$ cat src/rtl/npu_spi_pkg.sv
// =============================================================================
// Module   : npu_spi_pkg
// Brief    : Shared state encoding and width constants for the NPU SPI slave.
// Revision : 1.0 - initial release
// =============================================================================
`timescale 1ns/1ps
`default_nettype none

package npu_spi_pkg;

  localparam int BYTE_W    = 8;
  localparam int BIT_CNT_W = 3;

  typedef enum logic [0:0] {
    IDLE  = 1'b0,
    SHIFT = 1'b1
  } spi_state_t;

endpackage

`default_nettype wire

$ cat src/rtl/spi_sync_bit.sv
// =============================================================================
// Module   : spi_sync_bit
// Brief    : Multi-stage synchronizer for one asynchronous pin, with a
//            parameterized reset value.
// Revision : 1.0 - initial release
// =============================================================================
`timescale 1ns/1ps
`default_nettype none

module spi_sync_bit #(
  parameter int   SYNC_STAGES = 2,
  parameter logic RST_VAL     = 1'b0
) (
  input  logic rpll_clk,
  input  logic rst_n,
  input  logic i_d,
  output logic o_q
);

  // SYNC_STAGES must be at least 2 for the slice below to be well formed.
  logic [SYNC_STAGES-1:0] r_sync;

  always_ff @(posedge rpll_clk or negedge rst_n) begin
    if (!rst_n) begin
      r_sync <= {SYNC_STAGES{RST_VAL}};
    end else begin
      r_sync <= {r_sync[SYNC_STAGES-2:0], i_d};
    end
  end

  assign o_q = r_sync[SYNC_STAGES-1];

endmodule

`default_nettype wire

$ cat src/rtl/npu_spi_slave.sv
// =============================================================================
// Module   : npu_spi_slave
// Brief    : SPI mode-0 slave; oversamples sclk/mosi/cs_n in rpll_clk, presents
//            received bytes on a valid/ready stream and shifts responses on miso.
// Revision : 1.0 - initial release
// =============================================================================
`timescale 1ns/1ps
`default_nettype none

module npu_spi_slave
  import npu_spi_pkg::*;
#(
  parameter int                SYNC_STAGES = 2,
  parameter logic [BYTE_W-1:0] IDLE_BYTE   = 8'h00
) (
  input  logic              rpll_clk,
  input  logic              rst_n,
  input  logic              i_sclk,
  input  logic              i_mosi,
  input  logic              i_cs_n,
  output logic              o_miso,
  output logic [BYTE_W-1:0] o_rx_data,
  output logic              o_rx_valid,
  input  logic              i_rx_ready,
  output logic              o_rx_overrun,
  input  logic [BYTE_W-1:0] i_tx_data,
  input  logic              i_tx_valid,
  output logic              o_tx_ready,
  output logic              o_frame_active,
  output logic              o_frame_end,
  output logic              o_frame_abort
);

  logic w_sclk_s;
  logic w_mosi_s;
  logic w_cs_n_s;

  spi_sync_bit #(.SYNC_STAGES(SYNC_STAGES), .RST_VAL(1'b0)) u_sync_sclk (
    .rpll_clk (rpll_clk),
    .rst_n    (rst_n),
    .i_d      (i_sclk),
    .o_q      (w_sclk_s)
  );

  spi_sync_bit #(.SYNC_STAGES(SYNC_STAGES), .RST_VAL(1'b0)) u_sync_mosi (
    .rpll_clk (rpll_clk),
    .rst_n    (rst_n),
    .i_d      (i_mosi),
    .o_q      (w_mosi_s)
  );

  spi_sync_bit #(.SYNC_STAGES(SYNC_STAGES), .RST_VAL(1'b1)) u_sync_cs (
    .rpll_clk (rpll_clk),
    .rst_n    (rst_n),
    .i_d      (i_cs_n),
    .o_q      (w_cs_n_s)
  );

  logic                   r_sclk_d;
  logic                   r_mosi_d;
  logic                   r_cs_n_d;
  logic [SYNC_STAGES-1:0] r_warm;
  logic                   r_armed;

  // A frame may only start once a genuine high level of cs_n has been seen
  // after reset; the synchronizer's reset value does not count.
  always_ff @(posedge rpll_clk or negedge rst_n) begin
    if (!rst_n) begin
      r_sclk_d <= 1'b0;
      r_mosi_d <= 1'b0;
      r_cs_n_d <= 1'b1;
      r_warm   <= '0;
      r_armed  <= 1'b0;
    end else begin
      r_sclk_d <= w_sclk_s;
      r_mosi_d <= w_mosi_s;
      r_cs_n_d <= w_cs_n_s;
      r_warm   <= {r_warm[SYNC_STAGES-2:0], 1'b1};
      r_armed  <= r_armed | (r_warm[SYNC_STAGES-1] & w_cs_n_s);
    end
  end

  logic w_sclk_rise;
  logic w_sclk_fall;
  logic w_cs_fall;
  logic w_cs_rise;

  assign w_sclk_rise = w_sclk_s & ~r_sclk_d;
  assign w_sclk_fall = ~w_sclk_s & r_sclk_d;
  assign w_cs_fall   = ~w_cs_n_s & r_cs_n_d & r_armed;
  assign w_cs_rise   = w_cs_n_s & ~r_cs_n_d;

  spi_state_t             r_state;
  spi_state_t             w_state_nxt;
  logic [BIT_CNT_W-1:0]   r_bit_cnt;
  logic                   r_byte_done;
  logic                   w_enter;
  logic                   w_exit;
  logic                   w_tx_load;
  logic                   w_rx_shift;
  logic                   w_tx_shift;

  always_ff @(posedge rpll_clk or negedge rst_n) begin
    if (!rst_n) begin
      r_state <= IDLE;
    end else begin
      r_state <= w_state_nxt;
    end
  end

  // cs_rise takes priority over any sclk edge detected in the same cycle.
  always_comb begin
    w_state_nxt = r_state;
    w_enter     = 1'b0;
    w_exit      = 1'b0;
    w_tx_load   = 1'b0;
    w_rx_shift  = 1'b0;
    w_tx_shift  = 1'b0;
    case (r_state)
      IDLE: begin
        if (w_cs_fall) begin
          w_state_nxt = SHIFT;
          w_enter     = 1'b1;
          w_tx_load   = 1'b1;
        end
      end
      SHIFT: begin
        if (w_cs_rise) begin
          w_state_nxt = IDLE;
          w_exit      = 1'b1;
        end else begin
          w_rx_shift = w_sclk_rise;
          if (w_sclk_fall) begin
            if ((r_bit_cnt == '0) && r_byte_done) begin
              w_tx_load = 1'b1;
            end else begin
              w_tx_shift = 1'b1;
            end
          end
        end
      end
      default: w_state_nxt = IDLE;
    endcase
  end

  logic [BYTE_W-2:0] r_rx_sh;
  logic [BYTE_W-2:0] r_tx_sh;
  logic              r_miso;
  logic [BYTE_W-1:0] r_rx_data;
  logic              r_rx_valid;
  logic              r_overrun;
  logic              r_frame_end;
  logic              r_frame_abort;
  logic [BYTE_W-1:0] w_rx_byte;
  logic [BYTE_W-1:0] w_tx_byte;
  logic              w_byte_cmp;

  assign w_rx_byte  = {r_rx_sh, r_mosi_d};
  assign w_tx_byte  = i_tx_valid ? i_tx_data : IDLE_BYTE;
  assign w_byte_cmp = w_rx_shift & (r_bit_cnt == {BIT_CNT_W{1'b1}});

  always_ff @(posedge rpll_clk or negedge rst_n) begin
    if (!rst_n) begin
      r_bit_cnt     <= '0;
      r_byte_done   <= 1'b0;
      r_rx_sh       <= '0;
      r_tx_sh       <= '0;
      r_miso        <= 1'b0;
      r_frame_end   <= 1'b0;
      r_frame_abort <= 1'b0;
    end else begin
      r_frame_end   <= w_exit & (r_bit_cnt == '0);
      r_frame_abort <= w_exit & (r_bit_cnt != '0);
      if (w_enter || w_exit) begin
        r_bit_cnt   <= '0;
        r_byte_done <= 1'b0;
        r_rx_sh     <= '0;
      end else if (w_rx_shift) begin
        r_bit_cnt <= r_bit_cnt + BIT_CNT_W'(1);
        r_rx_sh   <= w_rx_byte[BYTE_W-2:0];
        if (w_byte_cmp) begin
          r_byte_done <= 1'b1;
        end
      end
      // Only the low 7 bits are kept; bit 7 goes straight to miso on a load.
      if (w_exit) begin
        r_tx_sh <= '0;
        r_miso  <= 1'b0;
      end else if (w_tx_load) begin
        r_tx_sh <= w_tx_byte[BYTE_W-2:0];
        r_miso  <= w_tx_byte[BYTE_W-1];
      end else if (w_tx_shift) begin
        r_tx_sh <= {r_tx_sh[BYTE_W-3:0], 1'b0};
        r_miso  <= r_tx_sh[BYTE_W-2];
      end
    end
  end

  always_ff @(posedge rpll_clk or negedge rst_n) begin
    if (!rst_n) begin
      r_rx_data  <= '0;
      r_rx_valid <= 1'b0;
      r_overrun  <= 1'b0;
    end else begin
      if (w_enter) begin
        r_overrun <= 1'b0;
      end
      if (w_byte_cmp) begin
        if (r_rx_valid && !i_rx_ready) begin
          r_overrun <= 1'b1;
        end else begin
          r_rx_data  <= w_rx_byte;
          r_rx_valid <= 1'b1;
        end
      end else if (r_rx_valid && i_rx_ready) begin
        r_rx_valid <= 1'b0;
      end
    end
  end

  assign o_miso         = r_miso;
  assign o_rx_data      = r_rx_data;
  assign o_rx_valid     = r_rx_valid;
  assign o_rx_overrun   = r_overrun;
  assign o_tx_ready     = w_tx_load;
  assign o_frame_active = (r_state == SHIFT);
  assign o_frame_end    = r_frame_end;
  assign o_frame_abort  = r_frame_abort;

endmodule

`default_nettype wire

$ cat config.mk
export PLATFORM = sky130hd
export DESIGN_NAME = npu_spi_slave
export DESIGN_NICKNAME = d
export VERILOG_FILES = /design/src/rtl/npu_spi_pkg.sv /design/src/rtl/spi_sync_bit.sv /design/src/rtl/npu_spi_slave.sv
export SDC_FILE = /design/constraint.sdc
export NUM_CORES = 1
export LEC_CHECK = 0
export BUFFER_PORTS_ARGS = -buffer_cell sky130_fd_sc_hd__clkbuf_2
export CAP_MARGIN = 20
export CORE_MARGIN = 2
export CORE_UTILIZATION = 56
export CTS_BUF_LIST = sky130_fd_sc_hd__clkbuf_4 sky130_fd_sc_hd__clkbuf_8
export CTS_CLUSTER_SIZE = 24
export DETAILED_ROUTE_END_ITERATION = 12
export PLACE_DENSITY = 0.79
export SYNTH_ARGS = -nofsm -noshare
export SYNTH_HDL_FRONTEND = slang
export SYNTH_SLANG_ARGS = --single-unit
$ cat constraint.sdc
create_clock -name rpll_clk -period 3.1 [get_ports rpll_clk]
set_input_delay 0.31 -clock rpll_clk [delete_from_list [all_inputs] [get_ports rpll_clk]]
set_output_delay 0.31 -clock rpll_clk [all_outputs]
set_load 0.05 [all_outputs]
==> results.json <==
{
  "root_buffer": "clkbuf_4",
  "rsz0062_at_grt": "no",
  "clkTransAtPathRegs_ns": 0.11,
  "grt_pass1_vias": 1062,
  "power_density_nw_per_um2": 538,
  "place_hpwl_um": 2080,
  "nNetsFinal": 186,
  "die_h_um": 60.4,
  "setup_tns_ns": 0,
  "htreeDepth": 2,
  "slowest_delay_ns": 0.60,
  "crit_path_start_kind": "flip-flop",
  "ys_top_cells_by_area": "dfrtp_1, mux2_4, dfstp_2",
  "cp_num_buf_inv": 1,
  "crit_family": "flip-flops",
  "cts.sinks": 44,
  "setup_viol": 0,
  "drcViolationCount": 0,
  "place_area_um2": 1940,
  "coreArea_um2": 3030,
  "post_cts_resized": 0,
  "gp_congestion": 0.778,
  "clock_latency_ns": 0.35,
  "cts_made_buffers": 5,
  "wirelength_um": 3060,
  "vdd_drop_max_v": 0.000352,
  "start_util_pct": 58.8,
  "netlist_area_um2": 1780,
  "num_vias": 1188,
  "drt_first_pass_iters": 4,
  "fp.dieW_um": 60.4,
  "synth_area_per_cell_um2": 13.0,
  "netlist_instances": 137,
  "fin_crit_ns": 2.35,
  "area_delta_synth_final_pct": 14.0,
  "ant_nets": 0,
  "synth_largest_area_cell": "dfrtp_1",
  "hold_buffers": 0,
  "maxCapViolCount": 0,
  "cp_cell_sequence": "nand4bb_1, o31ai_4, clkbuf_2",
  "required_ns": 2.79,
  "final_common_cell": "dfrtp_1",
  "cts_setup_buffers": 0,
  "placed_cells": 203,
  "fin_crit_sh_pct": 75.7,
  "antenna_found_initial": 0,
  "r2r_cells": 5,
  "r2r_setup_slack_ns": 1.05,
  "drive_gt1_share_pct": 31.5,
  "gr-total-overflow": 0,
  "maxSlewViolCount": 0,
  "yosys_warnings": 0,
  "crit_type": "flip-flop to output pin",
  "track_usage_pct": 19.2,
  "drt_iter0_drc": 56,
  "hold_path_depth": 1,
  "fin_area_um2": 2030,
  "fin_worst_skew_ns": 0.0151,
  "crit_fanout": 10,
  "power.leakage_uw": 0.000985,
  "fmax_ghz": 0.426,
  "cts_max_path_buffers": 2,
  "diodes": 0,
  "port_buffers": 29,
  "crit_cells": 3,
  "synth_top_area_share_pct": 57.6,
  "final-hold-violation-count": 0,
  "slew_headroom_pct": 33.0,
  "end_kind": "output pin",
  "grt_pass1_wl_um": 5060,
  "routedWlPerCell_um": 14.4,
  "io_pins": 30,
  "grt_max_degree": 45,
  "finish.utilization_pct": 67.1,
  "yosys.cell_types.count": 36,
  "die_area_um2": 3650,
  "routed_via_density": 5.60,
  "hp-class": "input port to flip-flop",
  "fill_cells": 251,
  "worst_pin_slew_ns": 0.997,
  "mostFrequentLayoutCells": "dfrtp_1, clkbuf_2, nand3_1",
  "outcome": "finished clean",
  "ys_seq_area_share_pct": 62.0,
  "cpMaxStageDelayCell": "dfstp_2",
  "ys_seq_elements": 44,
  "num_rows": 20,
  "crit_arrival_ns": 2.04,
  "final_cells": 212,
  "cts_tree": "done",
  "hold_ws_ns": 0.0406,
  "syn-num-nets": 155
}
## per-stage QoR
| stage | total power, µW | setup slack (ns) |
|---|---|---|
| after global placement | 833 | 1.12 |
| after floorplan | 789 | 1.10 |
| after global routing | 1160 | 0.656 |
| final | 1090 | 0.753 |
| after CTS | 1100 | 0.770 |
| after detailed placement | 842 | 1.06 |
## report_power, final
part           leakage (µW)  switching, µW  internal, µW
logic              0.000397            107          68.7
registers          0.000561           36.2           626
clock network     0.0000271            172          82.8
## Yosys cell counts, drive strengths merged
| library cell | n |
|---|---|
| dfstp | 3 |
| buf | 5 |
| or2 | 1 |
| nor3 | 1 |
| o21ai | 3 |
| a21boi | 1 |
| a21o | 1 |
| mux2 | 9 |
| nand3b | 1 |
| conb | 1 |
| nand4b | 1 |
| a21oi | 2 |
| and4b | 1 |
| nor2 | 3 |
| ha | 3 |
| dfrtp | 41 |
| o31ai | 8 |
| inv | 3 |
| a31oi | 7 |
| nor2b | 2 |
| and3 | 1 |
| or3 | 1 |
| clkbuf | 3 |
| nand3 | 14 |
| a22o | 9 |
| nand4 | 1 |
| nand2 | 6 |
| nand2b | 4 |
| nand4bb | 1 |
## kinds of logic (layout without fill, tap and decap cells)
kind of cell    after synthesis  count (layout)  share of synthesized area (%)
compound gates               31              31                           13.3
fa+ha+maj                     3               3                           2.11
buf+inv                      11              42                           3.16
flops                        44              44                           62.0
mux                           9               9                           7.37
other cells                   1               1                          0.210
simple gates                 38              38                           11.9
## registers in the layout, indices dropped and copies added (netlist names), 2 cells and up
signal              cells
o_rx_data               8
r_bit_cnt               3
r_rx_sh                 7
r_tx_sh                 7
r_warm                  2
u_sync_cs.r_sync        2
u_sync_mosi.r_sync      2
u_sync_sclk.r_sync      2
## worst paths after layout
path / start / endpoint
min: i_cs_n / u_sync_cs.r_sync[0]$_DFF_PN1_
max reg2reg: r_cs_n_d$_DFF_PN1_ / o_rx_data[1]$_DFFE_PN0P_
min in group asynchronous: rst_n / o_rx_data[6]$_DFFE_PN0P_
max in group asynchronous: rst_n / u_sync_cs.r_sync[0]$_DFF_PN1_
min reg2reg: u_sync_sclk.r_sync[0]$_DFF_PN0_ / u_sync_sclk.r_sync[1]$_DFF_PN0_
max: r_cs_n_d$_DFF_PN1_ / o_tx_ready
## per-layer routing
layer	part of all wire [%]	GRT usage [%]	wire (µm)
met1	48	27.9	1460
met2	45	26.4	1390
met3	4.8	5.12	148
met4	2.2	10.5	67
met5	0	0	0
## layout make-up
cell class | instances | area [µm²] | area share [%]
clock buffers | 5 | 37.5 | 1.85
clock inverters | 2 | 12.5 | 0.616
inverters | 3 | 11.3 | 0.554
multi-input cells | 82 | 621 | 30.5
flip-flops and latches | 44 | 1100 | 54.4
well taps | 44 | 55.1 | 2.71
repair buffers | 32 | 190 | 9.36
No activity file was read; power rests on OpenSTA's default activity.
